## src/rtl/uart_rx.sv

```systemverilog
// uart_rx: 16x-oversampled UART receiver with selectable baud divisor, optional parity and error flags.
module uart_rx #(
    parameter int TICK_DIV0 = 1302,
    parameter int TICK_DIV1 = 651,
    parameter int TICK_DIV2 = 326,
    parameter int TICK_DIV3 = 163
) (
    input  logic       clk,
    input  logic       rst,
    input  logic       rx,
    input  logic [1:0] baud_rate,
    input  logic [1:0] parity_type,
    input  logic       rd_en,
    output logic [7:0] data_out,
    output logic       rx_valid,
    output logic       parity_err,
    output logic       frame_err,
    output logic       overrun_err,
    output logic       active
);
    typedef enum logic [2:0] {IDLE, START, DATA, PARITY, STOP} state_t;
    state_t      state;
    logic        rx_m, rx_s;
    logic [15:0] tick_cnt, div;
    logic        tick, par_en, perr_q;
    logic [1:0]  baud_q, par_q, bsel;
    logic [3:0]  s_cnt;
    logic [2:0]  bit_cnt;
    logic [7:0]  sh;
    always_comb begin
        bsel   = state == IDLE ? baud_rate : baud_q;
        div    = bsel == 2'd0 ? 16'(TICK_DIV0) : bsel == 2'd1 ? 16'(TICK_DIV1) :
                 bsel == 2'd2 ? 16'(TICK_DIV2) : 16'(TICK_DIV3);
        tick   = tick_cnt >= div - 16'd1;
        par_en = par_q == 2'b01 || par_q == 2'b10;
    end
    always_ff @(posedge clk or posedge rst)
        if (rst) {rx_m, rx_s} <= 2'b11;
        else     {rx_m, rx_s} <= {rx, rx_m};
    always_ff @(posedge clk or posedge rst) begin
        if (rst) begin
            state       <= IDLE;
            tick_cnt    <= '0;
            s_cnt       <= '0;
            bit_cnt     <= '0;
            sh          <= '0;
            baud_q      <= '0;
            par_q       <= '0;
            perr_q      <= 1'b0;
            data_out    <= '0;
            rx_valid    <= 1'b0;
            parity_err  <= 1'b0;
            frame_err   <= 1'b0;
            overrun_err <= 1'b0;
            active      <= 1'b0;
        end else begin
            tick_cnt <= (state == IDLE && !rx_s) || tick ? 16'd0 : tick_cnt + 16'd1;
            if (rd_en) rx_valid <= 1'b0;
            case (state)
                IDLE: if (!rx_s) begin
                    state  <= START;
                    active <= 1'b1;
                    s_cnt  <= '0;
                    baud_q <= baud_rate;
                    par_q  <= parity_type;
                end
                START: if (tick) begin
                    s_cnt <= s_cnt == 4'd7 ? 4'd0 : s_cnt + 4'd1;
                    if (s_cnt == 4'd7) begin
                        state   <= rx_s ? IDLE : DATA;
                        active  <= !rx_s;
                        bit_cnt <= '0;
                    end
                end
                DATA: if (tick) begin
                    s_cnt <= s_cnt + 4'd1;
                    if (s_cnt == 4'd15) begin
                        sh      <= {rx_s, sh[7:1]};
                        bit_cnt <= bit_cnt + 3'd1;
                        if (bit_cnt == 3'd7) state <= par_en ? PARITY : STOP;
                    end
                end
                PARITY: if (tick) begin
                    s_cnt <= s_cnt + 4'd1;
                    if (s_cnt == 4'd15) begin
                        perr_q <= rx_s != (^sh ^ (par_q == 2'b01));
                        state  <= STOP;
                    end
                end
                STOP: if (tick) begin
                    s_cnt <= s_cnt + 4'd1;
                    // Leave at mid-stop so the next start edge is never missed
                    if (s_cnt == 4'd15) begin
                        state       <= IDLE;
                        active      <= 1'b0;
                        data_out    <= sh;
                        parity_err  <= par_en & perr_q;
                        frame_err   <= !rx_s;
                        rx_valid    <= 1'b1;
                        overrun_err <= overrun_err | (rx_valid & !rd_en);
                    end
                end
                default: begin
                    state  <= IDLE;
                    active <= 1'b0;
                end
            endcase
        end
    end
endmodule
```

## config.mk

```make
export PLATFORM = sky130hd
export DESIGN_NAME = uart_rx
export DESIGN_NICKNAME = d
export VERILOG_FILES = /design/src/rtl/uart_rx.sv
export SDC_FILE = /design/constraint.sdc
export NUM_CORES = 1
export LEC_CHECK = 0
export BUFFER_PORTS_ARGS = -buffer_cell sky130_fd_sc_hd__buf_4
export CORE_MARGIN = 3
export CORE_UTILIZATION = 45
export DETAILED_ROUTE_END_ITERATION = 16
export PLACE_DENSITY = 0.59
export REMOVE_ABC_BUFFERS = 1
export SYNTH_ARGS = -nofsm -noshare
export SYNTH_HDL_FRONTEND = slang
export SYNTH_SLANG_ARGS = --single-unit
```

## constraint.sdc

```tcl
create_clock -name clk -period 4.7 [get_ports clk]
set_input_delay 0.47 -clock clk [delete_from_list [all_inputs] [get_ports clk]]
set_output_delay 0.47 -clock clk [all_outputs]
set_load 0.02 [all_outputs]
```

==> After elaboration in Yosys (flattened, before gate mapping) <==
Cells that the tools add are included.
{ "classes": {"n_addsub": 4, "magnitude_cmp": 1, "n_eq_ne": 23, "n_mux": 38, "n_bitwise": 6, "n_reduce_logical": 20} }
{ "op_table": {"columns": ["op", "count"], "rows": [
  ["two-way mux 3 bit", 15],
  ["inequality test 2 bit (second input constant)", 10],
  ["adder 16 x 1 -> 16 bit (second input constant)", 1],
  ["greater-or-equal comparator 16 bit", 1],
  ["two-way mux 16 bit", 1],
  ["two-way mux 4 bit", 4],
  ["case mux 3 bit (5 select lines)", 1],
  ["case mux 4 bit (3 select lines)", 1],
  ["subtractor 11 x 1 -> 12 bit (second input constant)", 1],
  ["two-way mux 11 bit", 1],
  ["two-way mux 10 bit", 1],
  ["AND reduction 10 bit", 1],
  ["two-way mux 1 bit", 9],
  ["two-way mux 9 bit", 1],
  ["AND reduction 3 bit", 3],
  ["XOR reduction 8 bit", 1],
  ["equality test 3 x 2 -> 1 bit (second input constant)", 2],
  ["equality test 3 bit (second input constant)", 2],
  ["case mux 3 bit (2 select lines)", 1],
  ["AND reduction 6 bit", 1],
  ["AND reduction 5 bit", 1],
  ["adder 4 x 1 -> 4 bit (second input constant)", 1],
  ["equality test 2 x 1 -> 1 bit (second input constant)", 2],
  ["equality test 2 bit (second input constant)", 2],
  ["23 further kinds", 28]
]} }
{ "word_totals": {"regBits": 54, "in_bits": 8, "out_inout_bits": 13, "word_cells": 108} }

==> Longest topological paths before layout <==
{ "depth": {"ltp_word": 10, "depth_mapped": 13, "depth_no_buf": 11} }

==> Least setup slack after synthesis <==
No wires, ideal clock.
{ "synth_timing": {"path_kind": "reg2reg", "from": "reg state[0]", "to": "reg sh[0]", "setup_ns": 0.125, "t_arrival_ns": 2.966, "required_ns": 4.575, "setup_slack_ns": 1.608, "stages_incl_launch_ff": 13, "n_path_buf": 2, "synth_period_minus_slack_ns": 3.092, "path_cell_list": "dfrtp_1 buf_6 nor4b_4 nor2_4 or2_2 ha_1 and4_1 o211ai_1 a21oi_2 a21oi_4 nor4_4 buf_6 mux2_4"} }
{ "synth_between": {"elab_chain_cells": 9, "elab_cells_between_ends": 12, "cone_classes": "1 x add/sub; 1 x order compare; 3 x eq/ne; 4 x mux; 3 x reduce/logical"} }
{ "synth_lines": {"columns": ["item", "line_no", "source"], "rows": [
  ["from (decl)", "22", "state_t state;"],
  ["from (signal assigned)", "70", "state <= rx_s ? IDLE : DATA;"],
  ["from (signal assigned)", "80", "if (bit_cnt == 3'd7) state <= par_en ? PARITY : STOP;"],
  ["zero test 3 bit", "31", "bsel = state == IDLE ? baud_rate : baud_q;"],
  ["two-way mux 2 bit", "31", null],
  ["equality test 2 bit", "33", "bsel == 2'd2 ? 16'(TICK_DIV2) : 16'(TICK_DIV3);"],
  ["two-way mux 9 bit", "33", null],
  ["two-way mux 10 bit", "32", "div = bsel == 2'd0 ? 16'(TICK_DIV0) : bsel == 2'd1 ? 16'(TICK_DIV1) :"],
  ["two-way mux 11 bit", "32", null],
  ["subtractor 11 x 1 -> 12 bit", "34", "tick = tick_cnt >= div - 16'd1;"],
  ["greater-or-equal comparator 16 bit", "34", null],
  ["AND reduction 3 bit (no line) *", null, null],
  ["to (signal assigned)", "78", "sh <= {rx_s, sh[7:1]};"],
  ["to (decl)", "29", "logic [7:0] sh;"]
]} }
Mark *: on every way between the ends. The rest lies on a longest branch, timed or not.
A chain may end at the register's enable or synchronous reset.

==> Final worst setup path <==
{ "layout_timing": {"from": "reg state[0]", "to": "reg sh[7]"} }
Same word-level chain as after synthesis.

==> reports/qor.csv <==
stage,metric,value,unit
floorplan,ios,21,
clocking,cts.sink_count,54,
worst_setup_path,ff2ff_setup_slack,0.87,ns
routing,firstDrtPassIters,4,
clocking,cts-htree-levels,2,
worst_setup_path,cp-end-kind,register,
sta,period_share,81.5,%
routing,drc,0,
hold_path,hp-start,rx,
final_layout,fill_cells,585,
logic_synthesis,synth_edf_count,0,
placement,io_buffers,20,
run,cap_violations,0,
global_route,grt_max_degree,55,
worst_setup_path,r2r-end,sh[7],
worst_setup_path,crit_chain,or3_1 > mux2i_1 > o21ai_0 > ha_1 > and3b_1 > o211ai_1 > a21oi_2 > a21oi_4 > nor4_4 > buf_4 > mux2_2,
hold_path,worstHoldPathCells,1,
routing,ant_nets,0,
final_layout,final_cell_mix,"52 x dfrtp_1, 25 x nor2_1, 23 x buf_4, 22 x nand2_1, 14 x ha_1",
placement,pre_cts_ws,0.889,ns
worst_setup_path,startpoint_type,register,
final_layout,fin_nets,317,
global_route,grt_pass1_vias,1949,
hold_path,min_path_type,input port to register,
floorplan,die_h,87.5,um
routing,vias_per_cell,5.29,
sta,clock_skew,0.00507,ns
worst_setup_path,critPathMaxFanout,18,
clocking,clk_pin_slew_worst_paths,0.10,ns
logic_synthesis,synth-seq-cells,54,
sta,slew_violations,0,
worst_setup_path,crit_arrival,4.04,ns
routing,drt_iter0_drc,121,
sta,worst_slack,0.868,ns
final_layout,drive_gt1_share,22.3,%
worst_setup_path,max_stage_delay,0.62,ns
logic_synthesis,synth.avg_cell_area,10.9,um2
logic_synthesis,synth_top_flop_cell,dfrtp_1,
global_route,overflow,0,
pwr,p_leak,1.53,nW
worst_setup_path,critical_path_class,register to register,
global_route,grtUsageTotal,15.3,%
global_route,grt_pass1_wl,9180,um
placement,post-place-cells,365,
logic_synthesis,synth_cell_type_count,59,
sta,max_clock_freq,261,MHz
hold_path,min_to,rx_m,
sta,hold_viol,0,
floorplan,initial_utilization,46.8,%
sta,period_needed,3.83,ns
run_status,status,completed,
logic_synthesis,syn-cell-area,0.00299,mm2
clocking,cts_made_buffers,5,
sta,holdWs,0.256,ns
pwr,powerDensity,473,mW/mm2
floorplan,rows,29,
worst_setup_path,slowest_stage,dfrtp_1,
logic_synthesis,ys_seq_area_share,45.3,%
worst_setup_path,critical_path_required,4.90,ns
clocking,ctsHoldBuffers,0,
worst_setup_path,r2r_cells,11,
final_layout,layout.cells.non_filler,373,
sta,slew_headroom,53.4,%
logic_synthesis,async_flop_share,100,%
placement,gp_congestion,0.874,
pwr,peakVddDrop,0.000176,V
final_layout,regArea,0.00135,mm2
sta,rsz0062_at_grt,false,
clocking,cts_root_buf,clkbuf_8,
clocking,cts_setup_buffers,0,
sta,tns,0,ns
global_route,antenna_found_initial,0,
sta,tightest_slew,0.698,ns
final_layout,syn2layout_area_growth,10.9,%
placement,post-dp-hpwl,3910,um
clocking,cts_resized,0,
floorplan,fp.dieArea,0.00765,mm2
final_layout,diodes,0,
clocking,cts_buffer_depth,2,
final_layout,postLayoutCoreUtil,51.9,%
clocking,clk_latency,0.31,ns
routing,routed-via-count,1972,
logic_synthesis,yosysWarnings,0,
final_layout,multi_input_area,0.00154,mm2
floorplan,core_area,0.00639,mm2
worst_setup_path,crit_start,state[0],
logic_synthesis,syn_inst,273,
clocking,cts_tree,yes,
final_layout,layout_commonest_cell,dfrtp_1,
floorplan,die_w,87.5,um
sta,setup_viol,0,
routing,wl_per_cell,14.7,um
routing,routed_wl,5500,um
worst_setup_path,rr_startpoint,state[0],
==> cell usage after synthesis, types with 4 or more instances <==
library cell / number / area share (%)
mux2_4: 7 / 3.5
dfrtp_1: 52 / 44
ha_1: 14 / 5.9
mux2i_1: 4 / 1.3
nand2_1: 22 / 2.8
nand3_1: 11 / 1.8
nor2b_1: 4 / 0.84
nand2b_1: 4 / 0.84
mux2_1: 7 / 2.6
xnor2_1: 12 / 3.5
clkbuf_1: 4 / 0.50
or2_2: 4 / 0.84
nor2_1: 25 / 3.1
a21oi_1: 9 / 1.5
o21ai_0: 8 / 1.3
and3_1: 6 / 1.3
xor2_1: 7 / 2.1
inv_1: 10 / 1.3
mux2_2: 6 / 2.3
==> where the power goes <==
group / internal (W) / switching (W)
Clock: 0.000162 / 0.000163
Sequential: 0.000532 / 0.0000935
Combinational: 0.000285 / 0.000334
Total: 0.000978 / 0.000590
==> flip-flops by register name, summed over array words and instances, names as in the netlist, 2 cells and up <==
signal,count
data_out,8
par_q,2
tick_cnt,16
baud_q,2
sh,8
state,3
bit_cnt,3
s_cnt,4
==> through the flow <==
stage                     power [W]  instance area, um2
after detailed placement    0.00126                3200
final                       0.00157                3310
after floorplan             0.00112                2930
after global placement      0.00124                3200
after global routing        0.00170                3310
after CTS                   0.00159                3310
==> kinds of logic after synthesis <==
logic type,Yosys count,share of synthesized area (%)
buffers and inverters,21,3.60
AO/OA/AOI/OAI,48,12.8
other,1,0.126
flip-flops,54,45.3
XOR/XNOR,19,5.57
multiplexers,24,9.76
adder cells (fa/ha/maj),14,5.86
AND/OR/NAND/NOR,92,17.0
==> layout make-up <==
type | instances | share of cell area, %
multi-input cells | 201 | 46.4
flip-flops and latches | 54 | 40.8
repair buffers | 23 | 5.21
well taps | 77 | 2.91
clock buffers | 5 | 2.08
clock inverters | 3 | 1.43
inverters | 10 | 1.13
==> layer usage <==
| layer | track usage (%) | part of all wire, % | vias to the layer above |
|---|---|---|---|
| met3 | 2.93 | 1.8 | 8 |
| met5 | 0 | 0 | - |
| li1 | - | - | 999 |
| met2 | 24.3 | 47 | 16 |
| met4 | 5.58 | 1.7 | 0 |
| met1 | 20.8 | 49 | 949 |
==> worst max-delay path: cells and delay by family, from the launching register on <==
family | cells | cell delay (ns)
buf+inv | 1 | 0.26
compound gates | 4 | 0.66
flops | 1 | 0.62
mux | 2 | 0.65
fa+ha+maj | 1 | 0.31
simple gates | 3 | 1.22
==> how the worst max path moves through the flow <==
stage	end	slack [ns]
6_report	sh[7]	0.87
5_1_grt	sh[7]	0.58
4_1_cts	sh[7]	0.85
3_5_place_dp	sh[7]	0.89
3_3_place_gp	sh[7]	0.94
2_1_floorplan	sh[7]	1.19
Note: power is estimated with default switching activity, not from simulation.
